### src/rtl/mul32_seq_if.sv
// Operand/result bundle for the sequential 32x32 unsigned multiplier.
// The master drives a request; the slave (mul32_seq) returns status and product.
interface mul32_seq_if;
  logic        start;
  logic [31:0] a;
  logic [31:0] b;
  logic        busy;
  logic        done;
  logic [63:0] product;

  modport master (
    output start,
    output a,
    output b,
    input  busy,
    input  done,
    input  product
  );

  modport slave (
    input  start,
    input  a,
    input  b,
    output busy,
    output done,
    output product
  );
endinterface

### src/rtl/mul32_seq.sv
// Unsigned 32x32 shift-and-add multiplier: one add32, 32 RUN cycles per product.
// product is the live {hi,lo} accumulator, so it holds after DONE until the next start.
module add32 (
  input  logic [31:0] a,
  input  logic [31:0] b,
  input  logic        c_in,
  output logic [31:0] s,
  output logic        c_out
);
  assign {c_out, s} = {1'b0, a} + {1'b0, b} + {32'd0, c_in};
endmodule

module mul32_seq (
  input  logic         clk,
  input  logic         rst,
  mul32_seq_if.slave   bus
);
  typedef enum logic [1:0] {
    IDLE = 2'd0,
    RUN  = 2'd1,
    DONE = 2'd2
  } state_t;

  state_t      state;
  state_t      state_nxt;
  logic        accept;
  logic        busy;
  logic        done;

  logic [31:0] mcand;
  logic [31:0] hi;
  logic [31:0] lo;
  logic [4:0]  cnt;

  logic [31:0] add_b;
  logic [31:0] add_s;
  logic        add_c;

  // Iteration counter advances with bitwise ripple logic so that add32 stays the only adder.
  function automatic logic [4:0] inc5(input logic [4:0] v);
    logic [4:0] r;
    logic       carry;
    carry = 1'b1;
    r     = '0;
    for (int unsigned i = 0; i < 5; i++) begin
      r[i]  = v[i] ^ carry;
      carry = carry & v[i];
    end
    return r;
  endfunction

  // Adding zero when lo[0]=0 yields {0,hi}, matching the skip-add case exactly.
  assign add_b = lo[0] ? mcand : '0;

  add32 u_add32 (
    .a     (hi),
    .b     (add_b),
    .c_in  (1'b0),
    .s     (add_s),
    .c_out (add_c)
  );

  always_ff @(posedge clk) begin
    if (!rst) begin
      state <= IDLE;
    end else begin
      state <= state_nxt;
    end
  end

  always_comb begin
    state_nxt = state;
    accept    = 1'b0;
    busy      = 1'b0;
    done      = 1'b0;
    case (state)
      IDLE: begin
        if (bus.start) begin
          state_nxt = RUN;
          accept    = 1'b1;
        end
      end
      RUN: begin
        busy = 1'b1;
        if (cnt == 5'd31) begin
          state_nxt = DONE;
        end
      end
      DONE: begin
        done = 1'b1;
        if (bus.start) begin
          state_nxt = RUN;
          accept    = 1'b1;
        end else begin
          state_nxt = IDLE;
        end
      end
      default: begin
        state_nxt = IDLE;
      end
    endcase
  end

  // Carry-out lands in bit 63 of the right-shifted 65-bit {c,s,lo}.
  always_ff @(posedge clk) begin
    if (!rst) begin
      mcand <= '0;
      hi    <= '0;
      lo    <= '0;
      cnt   <= '0;
    end else if (accept) begin
      mcand <= bus.a;
      hi    <= '0;
      lo    <= bus.b;
      cnt   <= '0;
    end else if (state == RUN) begin
      hi    <= {add_c, add_s[31:1]};
      lo    <= {add_s[0], lo[31:1]};
      cnt   <= inc5(cnt);
    end
  end

  assign bus.busy    = busy;
  assign bus.done    = done;
  assign bus.product = {hi, lo};
endmodule

### src/flat_wrapper.sv
// flat-port wrapper written by rule: the top's interface ports become plain ports
module mul32_seq_flat 
  (clk, rst, bus_start, bus_a, bus_b, bus_busy, bus_done, bus_product);
  mul32_seq_if bus_i ();
  input  logic clk;
  input  logic rst;
  input wire logic [$bits(bus_i.start)-1:0] bus_start;
  input wire logic [$bits(bus_i.a)-1:0] bus_a;
  input wire logic [$bits(bus_i.b)-1:0] bus_b;
  output wire logic [$bits(bus_i.busy)-1:0] bus_busy;
  output wire logic [$bits(bus_i.done)-1:0] bus_done;
  output wire logic [$bits(bus_i.product)-1:0] bus_product;
  assign bus_i.start = bus_start;
  assign bus_i.a = bus_a;
  assign bus_i.b = bus_b;
  assign bus_busy = bus_i.busy;
  assign bus_done = bus_i.done;
  assign bus_product = bus_i.product;
  mul32_seq u_core (.clk(clk), .rst(rst), .bus(bus_i));
endmodule
### config.mk
export PLATFORM = sky130hd
export DESIGN_NAME = mul32_seq_flat
export DESIGN_NICKNAME = d
export VERILOG_FILES = /design/src/rtl/mul32_seq_if.sv /design/src/rtl/mul32_seq.sv /design/src/flat_wrapper.sv
export SDC_FILE = /design/constraint.sdc
export NUM_CORES = 1
export LEC_CHECK = 0
export BUFFER_PORTS_ARGS = -buffer_cell sky130_fd_sc_hd__buf_2
export CAP_MARGIN = 10
export CORE_MARGIN = 5
export CORE_UTILIZATION = 55
export CTS_CLUSTER_DIAMETER = 150
export DETAILED_ROUTE_END_ITERATION = 10
export PLACE_DENSITY = 0.81
export RECOVER_POWER = 25
export SLEW_MARGIN = 20
export SYNTH_ARGS = -nofsm -noshare
export SYNTH_HDL_FRONTEND = slang
export SYNTH_HIERARCHICAL = 1
export SYNTH_SLANG_ARGS = --single-unit
### constraint.sdc
create_clock -name clk -period 3.65 [get_ports clk]
set_clock_uncertainty 0.15 [all_clocks]
set_input_delay 0.73 -clock clk [delete_from_list [all_inputs] [get_ports clk]]
set_output_delay 0.73 -clock clk [all_outputs]
set_load 0.01 [all_outputs]
# --- After elaboration in Yosys (flattened, before gate mapping) ---
# Cells that the tools add are included.
totals:
  ff_bits: 103
  out_inout_bits: 66
  wordCells: 36
classes:
  add_sub_neg: 1
  eq_ne: 5
  mux: 11
  n_bitwise: 9
  reduce_logical: 5
op_table:
  columns: ["op", "count"]
  rows:
  - ["32-bit two-way mux", 3]
  - ["32-bit by 32-bit adder with 33-bit output", 1]
  - ["2-bit case mux with 3 select lines", 1]
  - ["5-bit equality test, second input constant", 1]
  - ["1-bit two-way mux", 5]
  - ["2-bit two-way mux", 2]
  - ["2-bit OR reduction", 2]
  - ["1-bit bitwise XOR", 4]
  - ["1-bit bitwise AND", 3]
  - ["2-bit by 1-bit equality test with 1-bit output, second input constant", 1]
  - ["2-bit equality test, second input constant", 1]
  - ["2-bit zero test", 1]
  - ["2-bit by 1-bit != test with 1-bit output, second input constant", 1]
  - ["2-bit != test, second input constant", 1]
  - ["1-bit inverter", 2]
  - ["2-bit AND reduction", 1]
  - ["2-bit nonzero test", 1]

# --- Depth between registers and ports, before layout ---
logic_depth:
  ltp_word: 4
  ltp_mapped: 13
  depth_no_buf: 12

# --- By module ---
# The synthesis kept the hierarchy.
by_module_without_submodules:
  columns: ["mod", "n_inst", "cells_per_inst", "area_each_um2"]
  rows:
  - ["mul32_seq", 1, 494, 4105.2]
  - ["add32", 1, 259, 1854.3]

# --- Worst setup path after synthesis ---
# OpenSTA, ideal clock, no wires.
synth_path:
  kind: "register -> register"
  start: "register u_core.lo[0]"
  end: "register u_core.hi[27]"
  setup_time_ns: 0.120
  t_arrival_ns: 2.920
  path_slack_ns: 0.461
  path_stages_with_launch: 14
  path_buffers: 1
  path_cell_list: "dfxtp_1 clkbuf_1 and2_1 fa_1 fa_1 a21oi_1 o32ai_1 o211ai_2 a21o_1 o21ai_2 a2111oi_0 a311oi_1 nand2_1 a21oi_1"
synth_via:
  elab_chain_cells: 2
synth_rtl:
  columns: ["item", "line", "rtl"]
  rows:
  - ["start, declared", "mul32_seq.sv:32", "logic [31:0] lo;"]
  - ["start signal, assigned", "mul32_seq.sv:114", "lo <= bus.b;"]
  - ["start signal, assigned", "mul32_seq.sv:118", "lo <= {add_s[0], lo[31:1]};"]
  - ["32-bit two-way mux", "mul32_seq.sv:53", "assign add_b = lo[0] ? mcand : '0;"]
  - ["via u_core.add_b[0]", "mul32_seq.sv:35", "logic [31:0] add_b;"]
  - ["32-bit by 32-bit adder with 33-bit output", "mul32_seq.sv:10", "assign {c_out, s} = {1'b0, a} + {1'b0, b} + {32'd0, c_in};"]
  - ["via u_core.add_s[28]", "mul32_seq.sv:36", "logic [31:0] add_s;"]
  - ["end signal, assigned", "mul32_seq.sv:117", "hi <= {add_c, add_s[31:1]};"]
  - ["end, declared", "mul32_seq.sv:31", "logic [31:0] hi;"]
# The timed path passes the listed nets, and every way through them passes these cells.
# A chain may end at the register's enable or synchronous reset.

# --- Final worst setup path ---
layout_path:
  start: "register u_core.lo[0]"
  end: "register u_core.hi[29]"
# Same word-level chain as after synthesis.

==> out/metrics.csv <==
metric;value;unit
p_seq_frac;0.542;
maxCapViolations;1;
max_freq;302;MHz
cpLargestDelayFamily;simple AND/OR/NAND/NOR gates;
fin_hold_ws;0.314;ns
cp_cell_sequence;buf_4, and2_1, ha_1, nand4_2, or3_1, or3_4, a2111oi_4, a21oi_1, o21ai_1, xor2_1, nand2_1, a21oi_1;
crit_buf_inv;1;
avgSynthCellArea;7.91;um2
hold_path.class;reg2reg;
finalHoldViolations;0;
cts_resized;0;
cts.clk_slew.worst_paths;0.10;ns
wl_met1;6.90;mm
grt_pass1_vias;5578;
gr-total-overflow;0;
gr-usage-all-layers;0.245;
switchingPower;0.000671;W
maxSlewViolCount;26;
cts-root-buf;clkbuf_8;
crit_path_start_kind;register;
nets;963;
routedWlPerCell;15.7;um
worst_r2r_path_depth;12;
final.setup.tns;0;ns
ctsLongestPathBuffers;2;
rows;38;
ir_worst_vdd;0.266;mV
met2_length;7.55;mm
chipWidth;114;um
ys_warn_count;6;
synth_area_leaders;dfxtp_1, nand2_1, ha_1;
drc_errors;0;
die_h;114;um
ys_ff_latch;103;
post_cts_buffers;0;
ios;133;
slew_headroom;-0.261;
dp_hpwl;11.7;mm
layout.cells.most_common_list;nand2_1, dfxtp_1, buf_2;
cts_htree_levels;3;
insertion_delay;0.36;ns
cts_num_sinks;103;
critPathArrivalTime;3.46;ns
rsz0062_at_grt;false;
post-route-period-util;0.908;
synthCells;753;
path_class;reg2reg;
worstMarginPinSlew;1.89;ns
status;complete, but fails checks;
dr.pass1.iters;5;
setup_viol;0;
end_kind;register;
synthFlopType;dfxtp_1;
layout-drive-gt1-share;0.163;
vias_per_cell;5.76;
yosysSeqAreaShare;0.346;
async_flop_share;0;
grt_pass1_wl;26.3;mm
pwr-share-clk;0.300;
cts_tree;done;
dieArea;13000;um2
core-area;10700;um2
synth.cell_area;5960;um2
finalCriticalPeriod;3.31;ns
worst_ep_required_time;3.80;ns
place_congestion;0.943;
start_util;0.555;
cpPeakStageDelay;0.45;ns
grt_start_max_net_pins;68;
synth_top_area_frac;0.346;
synth_edf_count;0;
layout_commonest_cell;nand2_1;
portBuffers;132;
cts-buffers-inserted;9;
drt-total-wl;15.8;mm
drtIter0Drc;321;
antenna_found_initial;0;
path_max_fanout;20;
hold_depth;2;
pwr-share-comb;0.158;
syn_nets;856;
p_leak;2.97;nW
crit_top_cell;a21oi_1;
top_layer;met4;
n_antenna_cell;0;
hold_buffers;0;
n_fill_cell;995;
yosysUniqueCellTypes;60;
wl_met3;1.08;mm
critical_path.slowest_cell;ha_1;
syn_to_final_growth;13.4;%
power_report.internal_total;0.00160;W
ant_nets;0;
num_vias;5784;
cp_num_cells;12;
powerDensity;336;nW/um2
p_sw_frac;0.296;
yosysTopAreaCell;dfxtp_1;
violations;capacitance limit, slew limit;
[area by class of cell]
cell class	instances	area, um2	area share
multi-input combinational	595	3590	0.532
tap	140	175	0.0259
clock inverter	5	40.0	0.00592
timing repair buffer	143	717	0.106
sequential	103	2060	0.305
inverter	8	30.0	0.00444
clock buffer	11	141	0.0209
[metal layers]
| metal | up-vias | track usage |
|---|---|---|
| met5 | - | 0 |
| li1 | 2869 | - |
| met1 | 2710 | 0.318 |
| met2 | 184 | 0.408 |
| met4 | 0 | 0.0689 |
| met3 | 21 | 0.0576 |
[Yosys cell counts (all sizes together), types with 2 or more instances]
cell type  number
a2111oi         3
nand3           5
and2           33
o21a            4
a21boi         34
nor2b           4
and3            4
nand2         161
o31ai           3
xor2           16
clkbuf          9
o21bai          6
o21ai          21
a21o           13
nand2b          2
xnor2          11
o221ai         32
dfxtp         103
a21oi          70
a211o           3
or3             5
inv             7
o211ai          5
buf            38
a211oi          6
nor3           39
nand4          10
ha             34
nor2           55
fa              2
[flip-flops by register name (all words and copies together) (netlist names)]
| signal | cells |
|---|---|
| u_core/hi | 32 |
| u_core/lo | 32 |
| u_core/mcand | 32 |
| u_core/cnt | 5 |
| u_core/state | 2 |
[cell families (layout without fill, tap and decap cells)]
family          count (synthesis)  count (layout)  synth area share
compound gates                205             205             0.235
xor+xnor                       27              27            0.0397
fa+ha+maj                      36              36            0.0781
buf+inv                        55             167            0.0516
flops                         103             103             0.346
mux                             1               1           0.00168
other cells                     1               1          0.000629
simple gates                  325             325             0.247
[through the flow]
stage	setup slack, ns	area, um2	utilization	std cells	total power, W
after floorplan	0.461	5960	-	753	0.00149
after detailed placement	0.374	6630	0.617	989	0.00162
after global routing	0.151	6760	0.629	1005	0.00239
after CTS	0.336	6810	0.633	1005	0.00229
after global placement	0.496	6630	0.617	989	0.00161
final	0.336	6760	0.629	1005	0.00227
[final timing paths]
kind	startpoint	endpoint	slack, ns
max reg2reg	u_core/lo[0]	u_core/hi[29]	0.34
min reg2reg	u_core/mcand[28]	u_core/mcand[28]	0.31
max	u_core/lo[0]	u_core/hi[29]	0.34
min	u_core/mcand[28]	u_core/mcand[28]	0.31
[worst min-delay path, cell delays in order (launching register included)]
cell and delay [ns]:
dfxtp_1 0.32, nand2_1 0.04, a21boi_0 0.06
[power by group through the flow]
stage | Sequential (W) | Combinational, W | Clock [W]
floorplan | 0.00126 | 0.000226 | 0
global placement | 0.00125 | 0.000361 | 0
detailed placement | 0.00125 | 0.000365 | 0
CTS | 0.00123 | 0.000366 | 0.000699
global route | 0.00124 | 0.000401 | 0.000749
finish | 0.00123 | 0.000359 | 0.000681
(Power assumes the default switching activity.)
